[src/rtl/state_pkg.sv]
// Shared definitions for the read-side state primitives: width helpers
// and the common read response record.
package state_pkg;

  // Data field width of the shared read response record.
  // Primitives using it keep their WIDTH at or below this.
  localparam int RESP_DATA_W = 32;

  // Bits needed to address one of `depth` entries.
  function automatic int idx_width(input int depth);
    return $clog2(depth);
  endfunction

  // Bits needed to hold an occupancy from 0 up to `depth`.
  function automatic int cnt_width(input int depth);
    return $clog2(depth + 1);
  endfunction

  // Registered answer of a read port: the data plus its qualifiers.
  typedef struct packed {
    logic [RESP_DATA_W-1:0] data;
    logic                   valid;
    logic                   miss;
  } read_resp_t;

endpackage

[src/rtl/history_reader_if.sv]
// Bus between a history_reader and its user: the write side, the read
// request and the registered read response.
interface history_reader_if
  import state_pkg::*;
#(
  parameter int WIDTH = 32,
  parameter int DEPTH = 8
);
  localparam int IDX_W = idx_width(DEPTH);
  localparam int CNT_W = cnt_width(DEPTH);

  logic             write_en;
  logic [WIDTH-1:0] in;
  logic             read_en;
  logic [IDX_W-1:0] read_idx;
  logic [WIDTH-1:0] out;
  logic             out_valid;
  logic             out_miss;
  logic [CNT_W-1:0] count;

  modport master (
    output write_en, in, read_en, read_idx,
    input  out, out_valid, out_miss, count
  );

  modport slave (
    input  write_en, in, read_en, read_idx,
    output out, out_valid, out_miss, count
  );

endinterface

[src/rtl/history_mem.sv]
// DEPTH x WIDTH history storage: one synchronous write port and one
// combinational read port. Contents are deliberately not reset; callers
// decide validity from their own occupancy count.
module history_mem
  import state_pkg::*;
#(
  parameter int WIDTH = 32,
  parameter int DEPTH = 8
)(
  input  logic                     clk,
  input  logic                     wr_en,
  input  logic [idx_width(DEPTH)-1:0] wr_addr,
  input  logic [WIDTH-1:0]         wr_data,
  input  logic [idx_width(DEPTH):0]   rd_addr,
  output logic [WIDTH-1:0]         rd_data
);
  localparam int IDX_W = idx_width(DEPTH);

  logic [WIDTH-1:0] mem [DEPTH];

  // Record the incoming sample in its slot.
  always_ff @(posedge clk) begin
    if (wr_en) begin
      mem[wr_addr] <= wr_data;
    end
  end

  // The read address carries a sign bit from the age arithmetic, so any
  // value outside 0..DEPTH-1 returns zero instead of indexing past the end.
  always_comb begin
    rd_data = '0;
    if (rd_addr < (IDX_W + 1)'(DEPTH)) begin
      rd_data = mem[rd_addr[IDX_W-1:0]];
    end
  end

endmodule

[src/rtl/history_reader.sv]
// history_reader: circular history of the last DEPTH accepted samples with
// a one-cycle-latency read port addressed by age (0 = most recent).
// Optional feature macro: HISTORY_READER_BYPASS_EN -- when defined, a read
// in the same cycle as a write sees the post-write history; when undefined
// the read sees the pre-write history and no bypass mux exists.
module history_reader
  import state_pkg::*;
#(
  parameter int WIDTH = 32,
  parameter int DEPTH = 8
)(
  input  logic clk,
  input  logic reset,
  history_reader_if.slave bus
);
  localparam int IDX_W = idx_width(DEPTH);
  localparam int CNT_W = cnt_width(DEPTH);

  logic [IDX_W-1:0] wptr;
  logic [IDX_W-1:0] wptr_next;
  logic [IDX_W-1:0] rd_wptr;
  logic [CNT_W-1:0] count;
  logic [CNT_W-1:0] count_next;
  logic [CNT_W-1:0] rd_count;
  logic [IDX_W:0]   raw_slot;
  logic [IDX_W:0]   rd_slot;
  logic [WIDTH-1:0] mem_rd_data;
  logic [WIDTH-1:0] hit_data;
  logic             hit;
  read_resp_t       resp_q;

  history_mem #(
    .WIDTH (WIDTH),
    .DEPTH (DEPTH)
  ) u_mem (
    .clk     (clk),
    .wr_en   (bus.write_en),
    .wr_addr (wptr),
    .wr_data (bus.in),
    .rd_addr (rd_slot),
    .rd_data (mem_rd_data)
  );

  // Post-write pointer and occupancy: pointer wraps at DEPTH-1 (DEPTH need
  // not be a power of two) and occupancy saturates once history is full.
  always_comb begin
    wptr_next  = wptr;
    count_next = count;
    if (bus.write_en) begin
      wptr_next = (wptr == IDX_W'(DEPTH - 1)) ? '0 : wptr + IDX_W'(1);
      if (count != CNT_W'(DEPTH)) begin
        count_next = count + CNT_W'(1);
      end
    end
  end

  // Write pointer and occupancy registers.
  always_ff @(posedge clk or negedge reset) begin
    if (!reset) begin
      wptr  <= '0;
      count <= '0;
    end else begin
      wptr  <= wptr_next;
      count <= count_next;
    end
  end

`ifdef HISTORY_READER_BYPASS_EN
  // Reads look at the history as it will be after this cycle's write; the
  // sample being written is not in storage yet, so age 0 takes it directly.
  assign rd_wptr  = wptr_next;
  assign rd_count = count_next;
  assign hit_data = (bus.write_en && (bus.read_idx == '0)) ? bus.in : mem_rd_data;
`else
  // Reads look at the history as it stood before this cycle's write.
  assign rd_wptr  = wptr;
  assign rd_count = count;
  assign hit_data = mem_rd_data;
`endif

  // Slot of age k is (wptr-1-k) mod DEPTH: subtract with a sign bit, then
  // add DEPTH back once if the result went negative. For k >= DEPTH the
  // result can stay out of range, but such reads are misses anyway.
  assign raw_slot = {1'b0, rd_wptr} - {1'b0, bus.read_idx} - (IDX_W + 1)'(1);
  assign rd_slot  = raw_slot[IDX_W] ? raw_slot + (IDX_W + 1)'(DEPTH) : raw_slot;
  assign hit      = CNT_W'(bus.read_idx) < rd_count;

  // Read response register: valid pulses for each read; data and miss
  // hold their last value while no read is issued.
  always_ff @(posedge clk or negedge reset) begin
    if (!reset) begin
      resp_q <= '0;
    end else if (bus.read_en) begin
      resp_q.valid <= 1'b1;
      resp_q.miss  <= !hit;
      resp_q.data  <= hit ? RESP_DATA_W'(hit_data) : '0;
    end else begin
      resp_q.valid <= 1'b0;
    end
  end

  assign bus.out       = resp_q.data[WIDTH-1:0];
  assign bus.out_valid = resp_q.valid;
  assign bus.out_miss  = resp_q.miss;
  assign bus.count     = count;

endmodule

[src/flat_wrapper.sv]
// flat-port wrapper written by rule: the top's interface ports become plain ports
module history_reader_flat import state_pkg::*;
#(
  parameter int WIDTH = 32,
  parameter int DEPTH = 8
)
  (clk, reset, bus_write_en, bus_in, bus_read_en, bus_read_idx, bus_out, bus_out_valid, bus_out_miss, bus_count);
  history_reader_if #(.WIDTH(WIDTH), .DEPTH(DEPTH)) bus_i ();
  input  logic clk;
  input  logic reset;
  input wire logic [$bits(bus_i.write_en)-1:0] bus_write_en;
  input wire logic [$bits(bus_i.in)-1:0] bus_in;
  input wire logic [$bits(bus_i.read_en)-1:0] bus_read_en;
  input wire logic [$bits(bus_i.read_idx)-1:0] bus_read_idx;
  output wire logic [$bits(bus_i.out)-1:0] bus_out;
  output wire logic [$bits(bus_i.out_valid)-1:0] bus_out_valid;
  output wire logic [$bits(bus_i.out_miss)-1:0] bus_out_miss;
  output wire logic [$bits(bus_i.count)-1:0] bus_count;
  assign bus_i.write_en = bus_write_en;
  assign bus_i.in = bus_in;
  assign bus_i.read_en = bus_read_en;
  assign bus_i.read_idx = bus_read_idx;
  assign bus_out = bus_i.out;
  assign bus_out_valid = bus_i.out_valid;
  assign bus_out_miss = bus_i.out_miss;
  assign bus_count = bus_i.count;
  history_reader #(.WIDTH(WIDTH), .DEPTH(DEPTH)) u_core (.clk(clk), .reset(reset), .bus(bus_i));
endmodule
[config.mk]
export PLATFORM = sky130hd
export DESIGN_NAME = history_reader_flat
export DESIGN_NICKNAME = d
export VERILOG_FILES = /design/src/rtl/state_pkg.sv /design/src/rtl/history_reader_if.sv /design/src/rtl/history_mem.sv /design/src/rtl/history_reader.sv /design/src/flat_wrapper.sv
export SDC_FILE = /design/constraint.sdc
export NUM_CORES = 1
export LEC_CHECK = 0
export CORE_MARGIN = 2
export CORE_UTILIZATION = 30
export CTS_CLUSTER_SIZE = 16
export DETAILED_ROUTE_END_ITERATION = 8
export SKIP_CTS_REPAIR_TIMING = 1
export SYNTH_ARGS = -nofsm -noshare
export SYNTH_HDL_FRONTEND = slang
export SYNTH_HIERARCHICAL = 1
export SYNTH_SLANG_ARGS = --single-unit
[constraint.sdc]
create_clock -name clk -period 4.4 [get_ports clk]
set_input_delay 0.88 -clock clk [delete_from_list [all_inputs] [get_ports clk]]
set_output_delay 0.88 -clock clk [all_outputs]
set_load 0.03 [all_outputs]
==> impl_metrics.json, run 1 <==
{
  "run_status": "complete, no violations",
  "timing.clock.skew_ps": 11.2,
  "worstSetupPathType": "in2reg",
  "worstPathMaxFanout": 64,
  "clock_sinks": 297,
  "worstMarginPinSlew_ps": 627,
  "antenna_cells": 0,
  "antenna_found_initial": 0,
  "cts_tree": "yes",
  "grt_overflow_total": 0,
  "timing.final.setup_violations": 0,
  "grt_max_degree": 65,
  "path_category_of_the_worst_min_delay_check": "in2async",
  "synth.distinct_cells": 30,
  "yosys_warnings": 6,
  "timing.critical_path.required_ps": 4840,
  "cts.reportedPaths.clkPinSlew_ps": 60,
  "fp.dieArea_sq_um": 39800,
  "number_of_filler_cells_placed_in_the_layout": 3480,
  "yosysTopAreaCellShare_pct": 67.0,
  "dominantRegCellSynth": "edfxtp_1",
  "ys_ff_latch": 297,
  "drv_slew": 0,
  "die_w_um": 200,
  "setup.worst_path.start_class": "input pin",
  "first_global_vias": 5676,
  "period_minus_slack_ps": 2980,
  "post-route-period-util_pct": 67.7,
  "die_height_um": 200,
  "cp-end-kind": "flip-flop",
  "synth-edff-count": 256,
  "synth-seq-area-share_pct": 75.9,
  "drtPass1Iterations": 4,
  "worst_rel_slew_slack_pct": 58.1,
  "placed_cells_incl_taps": 1115,
  "synth_common_cells": "edfxtp_1, mux4_2, nor2_1",
  "setup_tns_ps": 0,
  "grt_pass1_wl_mm": 37.0,
  "max_freq_ghz": 0.336,
  "layout-drive-gt1-share_pct": 21.2,
  "layout_net_count": 684,
  "yosys.area.top_type": "edfxtp_1",
  "cellPowerDensity_nw_per_um2": 689,
  "cts_max_path_buffers": 3,
  "route.antenna.remaining_nets": 0,
  "place_congestion": 0.700,
  "maxCapViolations": 0,
  "core_area_sq_um": 37700,
  "yosys-top-cells-area": "edfxtp_1, mux4_2, dfrtp_1, mux2i_1, a22o_1",
  "clock_insertion_delay_worst_skew_ps": 550,
  "ios": 77,
  "leakage_power_of_the_design_uw": 0.00472,
  "groute.usage.overall_pct": 12.6,
  "number_of_standard_cells_after_synthesis": 534,
  "synth_async_sr_flop_share_pct": 13.8,
  "cts_root_buf": "clkbuf_16",
  "power.ir.vdd_worst_mv": 0.329,
  "fin_cells": 1171,
  "dp_hpwl_mm": 14.1,
  "yosysMostFrequentCell": "edfxtp_1",
  "layout.core_utilization_pct": 37.0,
  "crit_arrival_ps": 3420,
  "synthesis.area_sq_um": 11500,
  "rsz0062_at_grt": "no",
  "htreeDepth": 1,
  "initial_util_pct": 30.5,
  "routed-via-count": 5379,
  "final-hold-violation-count": 0,
  "syn-mean-instance-area_sq_um": 21.5,
  "synthToLayoutAreaGrowth_pct": 21.5,
  "routedWlPerCell_um": 20.8,
  "io_buffer_count": 76,
  "drcViolationCount": 0,
  "clock_buffers_created_by_tritoncts": 31,
  "drt_wl_total_mm": 24.4,
  "std_cell_rows": 71,
  "post_drt_via_cell_ratio": 4.59,
  "detailedRoute.firstIterationViolations": 343
}
==> flip-flops by register name (all words and copies together) (netlist names) <==
name,cells
u_core/u_mem/mem,256
u_core/bus.out,32
u_core/bus.out_valid,1
u_core/bus.count,4
u_core/rd_wptr,3
u_core/bus.out_miss,1
==> layout by cell type, fill, tap and decap left out, types with 6 or more instances in the layout <==
cell type / n
a22o_1: 32
buf_4: 12
clkbuf_1: 9
clkbuf_16: 31
clkdlybuf4s50_1: 75
dfrtp_1: 41
edfxtp_1: 256
ha_1: 6
inv_1: 6
mux2i_1: 32
mux4_2: 63
nor2_1: 36
nor2_4: 6
==> kinds of logic (layout without fill, tap and decap cells) <==
logic type | after synthesis | count (layout) | synth area share, %
flip-flops | 297 | 297 | 75.9
multiplexers | 100 | 100 | 15.8
AND/OR/NAND/NOR | 56 | 56 | 2.12
AO/OA/AOI/OAI | 35 | 35 | 2.72
buffers and inverters | 33 | 155 | 2.17
adder cells (fa/ha/maj) | 8 | 8 | 0.938
XOR/XNOR | 4 | 4 | 0.305
other | 1 | 5 | 0.0327
==> layout make-up <==
| type | count | area (sq um) | share of cell area [%] |
|---|---|---|---|
| sequential | 297 | 8710 | 62.5 |
| multi-input combinational | 208 | 2600 | 18.7 |
| timing repair buffer | 93 | 946 | 6.79 |
| clock buffer | 40 | 810 | 5.81 |
| tap | 511 | 639 | 4.59 |
| clock inverter | 16 | 203 | 1.45 |
| inverter | 6 | 22.5 | 0.162 |
==> metrics by stage <==
stage	hold WS, ps	area, sq um	setup WS, ps	power, uW
final	295	13900	1420	9610
after global routing	311	13900	1300	10100
after CTS	296	13900	1430	9760
after detailed placement	496	12900	873	7120
after global placement	497	12900	878	7090
after floorplan	563	11500	758	6200
==> critical path, stage by stage <==
cell             delay, ps
clkdlybuf4s50_1        500
inv_1                   80
ha_4                   160
fa_2                   350
xnor2_2                210
buf_12                 340
mux4_2                 370
mux2i_1                140
nor2_1                  90
a22o_1                 200
==> per-layer routing <==
layer | up-vias | global-route usage (%) | part of all wire (%)
met5 | - | 0 | 0
met1 | 2837 | 17.6 | 46
met4 | 0 | 2.85 | 1.4
met3 | 24 | 2.16 | 4.7
li1 | 2387 | - | -
met2 | 131 | 20.7 | 48
==> path summary, 6_finish.rpt <==
path / cells past startpoint / to / slack, ps / from
min reg2reg: 1 / u_core/bus.out[29] / 510 / u_core/bus.out[29]
max in group asynchronous: 2 / u_core/bus.out[28] / 3290 / reset
max: 10 / u_core/bus.out[1] / 1420 / bus_read_idx[0]
min in group clk: 1 / u_core/bus.out[29] / 510 / u_core/bus.out[29]
max reg2reg: 8 / u_core/bus.out[1] / 1760 / u_core/rd_wptr[0]
min: 1 / u_core/bus.count[3] / 290 / reset
==> where the power goes <==
| group | internal, uW | leakage (uW) | switching (uW) | total (uW) |
|---|---|---|---|---|
| clock network | 1580 | 0.000495 | 1020 | 2590 |
| registers | 3550 | 0.00286 | 192 | 3740 |
| logic | 1570 | 0.00137 | 1700 | 3270 |
Power figures use the tool's default switching activity.
==> run 2: changes to the inputs <==
clock period = 2.5 ns   (was 4.4 ns; I/O delays follow)
==> impl_metrics.json, run 2 (same netlist as run 1, synthesis figures left out) <==
{
  "run_status": "finished, violations left",
  "violations_in_the_final_reports": "hold timing",
  "place_congestion": 0.716,
  "routedWlPerCell_um": 20.9,
  "ios": 77,
  "drv_slew": 0,
  "fp.dieArea_sq_um": 39800,
  "grt_max_degree": 33,
  "timing.critical_path.required_ps": 2930,
  "period_minus_slack_ps": 2350,
  "grt_overflow_total": 0,
  "cts_max_path_buffers": 3,
  "power.ir.vdd_worst_mv": 0.626,
  "leakage_power_of_the_design_uw": 0.00495,
  "critPathMaxStageDelay_ps": 520,
  "post-route-period-util_pct": 94.1,
  "p_comb_share_pct": 36.9,
  "drcViolationCount": 0,
  "critPathSlowestCell": "clkdlybuf4s50_1",
  "commonest_cells_after_routing_fill_and_taps_aside": "edfxtp_1, clkdlybuf4s50_1, mux4_2",
  "layout_net_count": 707,
  "timing.critical_path.max_delay_family": "buffers and inverters",
  "maxCapViolations": 0,
  "cts_tree": "yes",
  "most_frequent_standard_cell_in_the_layout_excluding_fill_and_tap_cells": "edfxtp_1",
  "timing.clock.skew_ps": 9.67,
  "clock_insertion_delay_worst_skew_ps": 550,
  "grt_pass1_wl_mm": 37.4,
  "cts.reportedPaths.clkPinSlew_ps": 60,
  "cts_root_buf": "clkbuf_16",
  "antenna_cells": 0,
  "drt_wl_total_mm": 24.9,
  "finalHoldWorstSlack_ps": -25.3,
  "std_cell_rows": 71,
  "r2r_end": "u_core/bus.out[30]",
  "max_freq_ghz": 0.425,
  "htreeDepth": 1,
  "cellPowerDensity_nw_per_um2": 1230,
  "worstPathMaxFanout": 6,
  "clkPwrFrac_pct": 26.2,
  "timing.final.setup_violations": 0,
  "detailedRoute.firstIterationViolations": 347,
  "post_drt_via_cell_ratio": 4.57,
  "power.share.switching_pct": 30.1,
  "rsz0062_at_grt": "no",
  "largest_register": "u_core/u_mem/mem",
  "clock_sinks": 297,
  "core_area_sq_um": 37700,
  "largest_register_ffs": 256,
  "path_category_of_the_worst_min_delay_check": "in2async",
  "die_height_um": 200,
  "first_global_vias": 5854,
  "worst_rel_slew_slack_pct": 57.5,
  "crit_arrival_ps": 2790,
  "power.net_switching_uw": 5350,
  "number_of_filler_cells_placed_in_the_layout": 3458,
  "dp_hpwl_mm": 14.8,
  "clock_buffers_created_by_tritoncts": 31,
  "synthToLayoutAreaGrowth_pct": 25.7,
  "worstSetupPathType": "in2reg",
  "drtPass1Iterations": 4,
  "die_w_um": 200,
  "internal_power_uw": 12400,
  "setup.worst_path.start_class": "input pin",
  "crit_path_cell_trace": "clkdlybuf4s50_1, inv_1, fa_2, xnor2_2, buf_6, buf_4, mux4_2, mux2i_1, nor2_1, a22o_1",
  "routed-via-count": 5464,
  "setup_tns_ps": 0,
  "initial_util_pct": 30.5,
  "crit-reg2reg-launch": "u_core/rd_wptr[0]",
  "groute.usage.overall_pct": 12.8,
  "cp-end-kind": "flip-flop",
  "final.setup.worst_slack_ps": 149,
  "layout-drive-gt1-share_pct": 25.1,
  "worstMarginPinSlew_ps": 637,
  "p_seq_share_pct": 36.9,
  "final-hold-violation-count": 17,
  "io_buffer_count": 76,
  "antenna_found_initial": 1,
  "total_power_uw": 17800,
  "number_of_cells_traversed_by_the_worst_register_to_register_path": 9,
  "dp_slack_ps": -583,
  "r2r_setup_slack_ps": 200,
  "route.antenna.remaining_nets": 0,
  "cp_num_buf_inv": 4
}
==> run 2: changes by cell type in the layout (fill, tap and decap cells not counted), moves of 2 or more <==
cell,delta
nor3_2,-2
nor3_4,+2
buf_6,+2
clkinv_1,-5
clkinvlp_4,+2
clkbuf_8,+4
buf_12,+20
clkinv_2,+2
clkbuf_1,-3
==> run 2: area by class of cell <==
cell class | count | area, sq um | share of cell area, %
clock buffers | 41 | 853 | 5.92
multi-input cells | 208 | 2620 | 18.1
inverters | 6 | 22.5 | 0.156
clock inverters | 16 | 196 | 1.36
well taps | 511 | 639 | 4.43
repair buffers | 116 | 1380 | 9.56
flip-flops and latches | 297 | 8710 | 60.4
==> run 2: worst max-delay path by stage <==
stage,slack [ps],start,to,depth (start not counted)
after global routing,6,bus_read_idx[1],u_core/bus.out[30],10
final,150,bus_read_idx[1],u_core/bus.out[30],10
after global placement,-560,bus_read_idx[0],u_core/bus.out[2],11
after floorplan,70,bus_read_idx[0],u_core/bus.out[10],10
after detailed placement,-580,bus_read_idx[0],u_core/bus.out[2],11
after CTS,-30,bus_read_idx[0],u_core/bus.out[30],11
==> run 2: worst register-to-register path: stages (launching register included) <==
cell	delay, ps
dfrtp_1	400
ha_4	170
fa_2	340
xnor2_2	200
buf_6	170
buf_4	160
mux4_2	300
mux2i_1	170
nor2_1	80
a22o_1	200
==> run 2: through the flow <==
stage / hold slack, ps / std cells / util, % / area, sq um
after floorplan: 204 / 538 / - / 11500
after global placement: 480 / 1137 / 35.5 / 13400
after detailed placement: 489 / 1137 / 35.5 / 13400
after CTS: -18.8 / 1194 / 38.2 / 14400
after global routing: 3.62 / 1195 / 38.3 / 14400
final: -25.3 / 1195 / 38.3 / 14400
==> run 2: power groups by stage <==
| stage | combinational [uW] | sequential [uW] | clock (uW) |
|---|---|---|---|
| 2_1_floorplan | 3940 | 6970 | 0 |
| 3_3_place_gp | 6560 | 6640 | 0 |
| 3_5_place_dp | 6610 | 6660 | 0 |
| 4_1_cts | 6630 | 6570 | 4780 |
| 5_1_grt | 7050 | 6630 | 4960 |
| 6_report | 6560 | 6560 | 4670 |
==> run 2: per-layer routing <==
metal  global-route usage [%]  vias up  wire length [um]
met5                        0        -                 7
met4                     2.72        2               342
met3                     2.50       30              1240
met2                     20.4      120             11600
met1                     18.1     2882             11800
li1                         -     2430                 -
==> run 3: changes to the inputs <==
CTS_CLUSTER_SIZE = 14   (was 16)
TNS_END_PERCENT = 30   (was default)
==> impl_metrics.json, run 3 (same netlist as run 1, synthesis figures left out) <==
{
  "drv_slew": 0,
  "die_w_um": 200,
  "die_height_um": 200,
  "clock_insertion_delay_worst_skew_ps": 560,
  "path_category_of_the_worst_min_delay_check": "in2async",
  "leakage_power_of_the_design_uw": 0.00509,
  "worstMarginPinSlew_ps": 652,
  "ios": 77,
  "detailedRoute.firstIterationViolations": 377,
  "grtUsageMet3_pct": 2.55,
  "timing.critical_path.required_ps": 2940,
  "power.ir.vdd_worst_mv": 0.650,
  "grt_pass1_wl_mm": 37.3,
  "drt_wl_total_mm": 25.6,
  "fp.dieArea_sq_um": 39800,
  "place_congestion": 0.701,
  "globalRouteMet1Util_pct": 17.8,
  "timing.final.setup_violations": 0,
  "grt_max_degree": 33,
  "total_power_uw": 18700,
  "cts_max_path_buffers": 3,
  "number_of_cells_traversed_by_the_worst_register_to_register_path": 9,
  "htreeDepth": 1,
  "multi_input_comb_area_sq_um": 2620,
  "fin_cells": 1209,
  "grt_overflow_total": 0,
  "initial_util_pct": 30.5,
  "route.antenna.remaining_nets": 0,
  "std_cell_rows": 71,
  "run_status": "complete, no violations",
  "first_global_vias": 5895,
  "final-hold-violation-count": 0,
  "worstPathMaxFanout": 12,
  "layout-drive-gt1-share_pct": 26.5,
  "worst_rel_slew_slack_pct": 56.5,
  "synthToLayoutAreaGrowth_pct": 27.9,
  "timing.clock.skew_ps": 17.3,
  "finalHoldWorstSlack_ps": 488,
  "number_of_filler_cells_placed_in_the_layout": 3421,
  "max_freq_ghz": 0.411,
  "dp_hpwl_mm": 14.9,
  "maxCapViolations": 0,
  "largest_register": "u_core/u_mem/mem",
  "rsz0062_at_grt": "yes",
  "period_minus_slack_ps": 2440,
  "cp-end-kind": "flip-flop",
  "most_frequent_standard_cell_in_the_layout_excluding_fill_and_tap_cells": "edfxtp_1",
  "cts_root_buf": "clkbuf_16",
  "largest_register_ffs": 256,
  "routedWlPerCell_um": 21.2,
  "clock_buffers_created_by_tritoncts": 30,
  "grt_util_met2_pct": 20.7,
  "antenna_found_initial": 3,
  "commonest_cells_after_routing_fill_and_taps_aside": "edfxtp_1, clkdlybuf4s50_1, mux4_2",
  "post_drt_via_cell_ratio": 4.65,
  "setup.worst_path.start_class": "flip-flop",
  "io_buffer_count": 76,
  "groute.usage.overall_pct": 12.8,
  "clock_sinks": 297,
  "cellPowerDensity_nw_per_um2": 1280,
  "worstSetupPathType": "reg2reg",
  "register_area_sq_um": 8710,
  "layout_net_count": 722,
  "drtPass1Iterations": 5,
  "r2r_setup_slack_ps": 60,
  "post-route-period-util_pct": 97.4,
  "crit_arrival_ps": 2880,
  "core_area_sq_um": 37700,
  "placed_cells_incl_taps": 1149,
  "grt_busiest_layer": "met2",
  "drcViolationCount": 0,
  "routed-via-count": 5618,
  "cts.reportedPaths.clkPinSlew_ps": 70,
  "cts_tree": "yes"
}
## run 3: cell count changes in the layout (fill, tap and decap cells not counted), sizes merged, moves of 2 or more
cell	previous run	this run
buf	41	53
bufinv	4	7
clkbuf	41	39
clkinv	8	10
inv	8	6
## run 3: final timing paths
kind                                           from                   to
max in group asynchronous                     reset   u_core/bus.out[11]
min in group clk                u_core/bus.out_miss  u_core/bus.out_miss
worst min-delay path                          reset  u_core/bus.count[1]
worst min register to register  u_core/bus.out_miss  u_core/bus.out_miss
worst max-delay path              u_core/rd_wptr[0]   u_core/bus.out[31]
worst max register to register    u_core/rd_wptr[0]   u_core/bus.out[31]
## run 3: layout make-up
cell class / count / area share (%)
sequential: 297 / 59.4
antenna: 1 / 0.0171
inverter: 6 / 0.153
multi-input combinational: 208 / 17.9
clock inverter: 18 / 1.89
clock buffer: 36 / 5.54
tap: 511 / 4.36
timing repair buffer: 132 / 10.8
## run 3: per-layer routing
| layer | routed length (um) | vias up | part of all wire [%] |
|---|---|---|---|
| li1 | - | 2452 | - |
| met1 | 11900 | 3004 | 47 |
| met2 | 12100 | 125 | 47 |
| met3 | 1190 | 31 | 4.6 |
| met4 | 346 | 6 | 1.4 |
| met5 | 40 | - | 0.16 |
## run 3: power breakdown
part           internal (uW)  total, uW  switching (uW)
combinational           3910       7310            3400
sequential              6250       6550             304
clock                   3030       4880            1850
## run 3: metrics by stage
step                setup TNS [ps]  utilization, %  setup slack, ps  cell area (sq um)
floorplan                   -24280               -             -759              11500
global placement            -17030            35.7             -596              13500
detailed placement          -16930            35.7             -588              13500
CTS                          -15.7            38.6            -12.9              14600
global route                 -2.33            39.0            -2.33              14700
finish                           0            39.0             64.9              14700
## run 3: worst max-delay path: stages (launching register included)
cell	delay, ps
dfrtp_1	410
ha_4	170
fa_2	370
xnor2_4	270
buf_6	160
clkbuf_16	170
mux4_1	270
mux2i_1	230
nor2_1	70
a22o_1	190
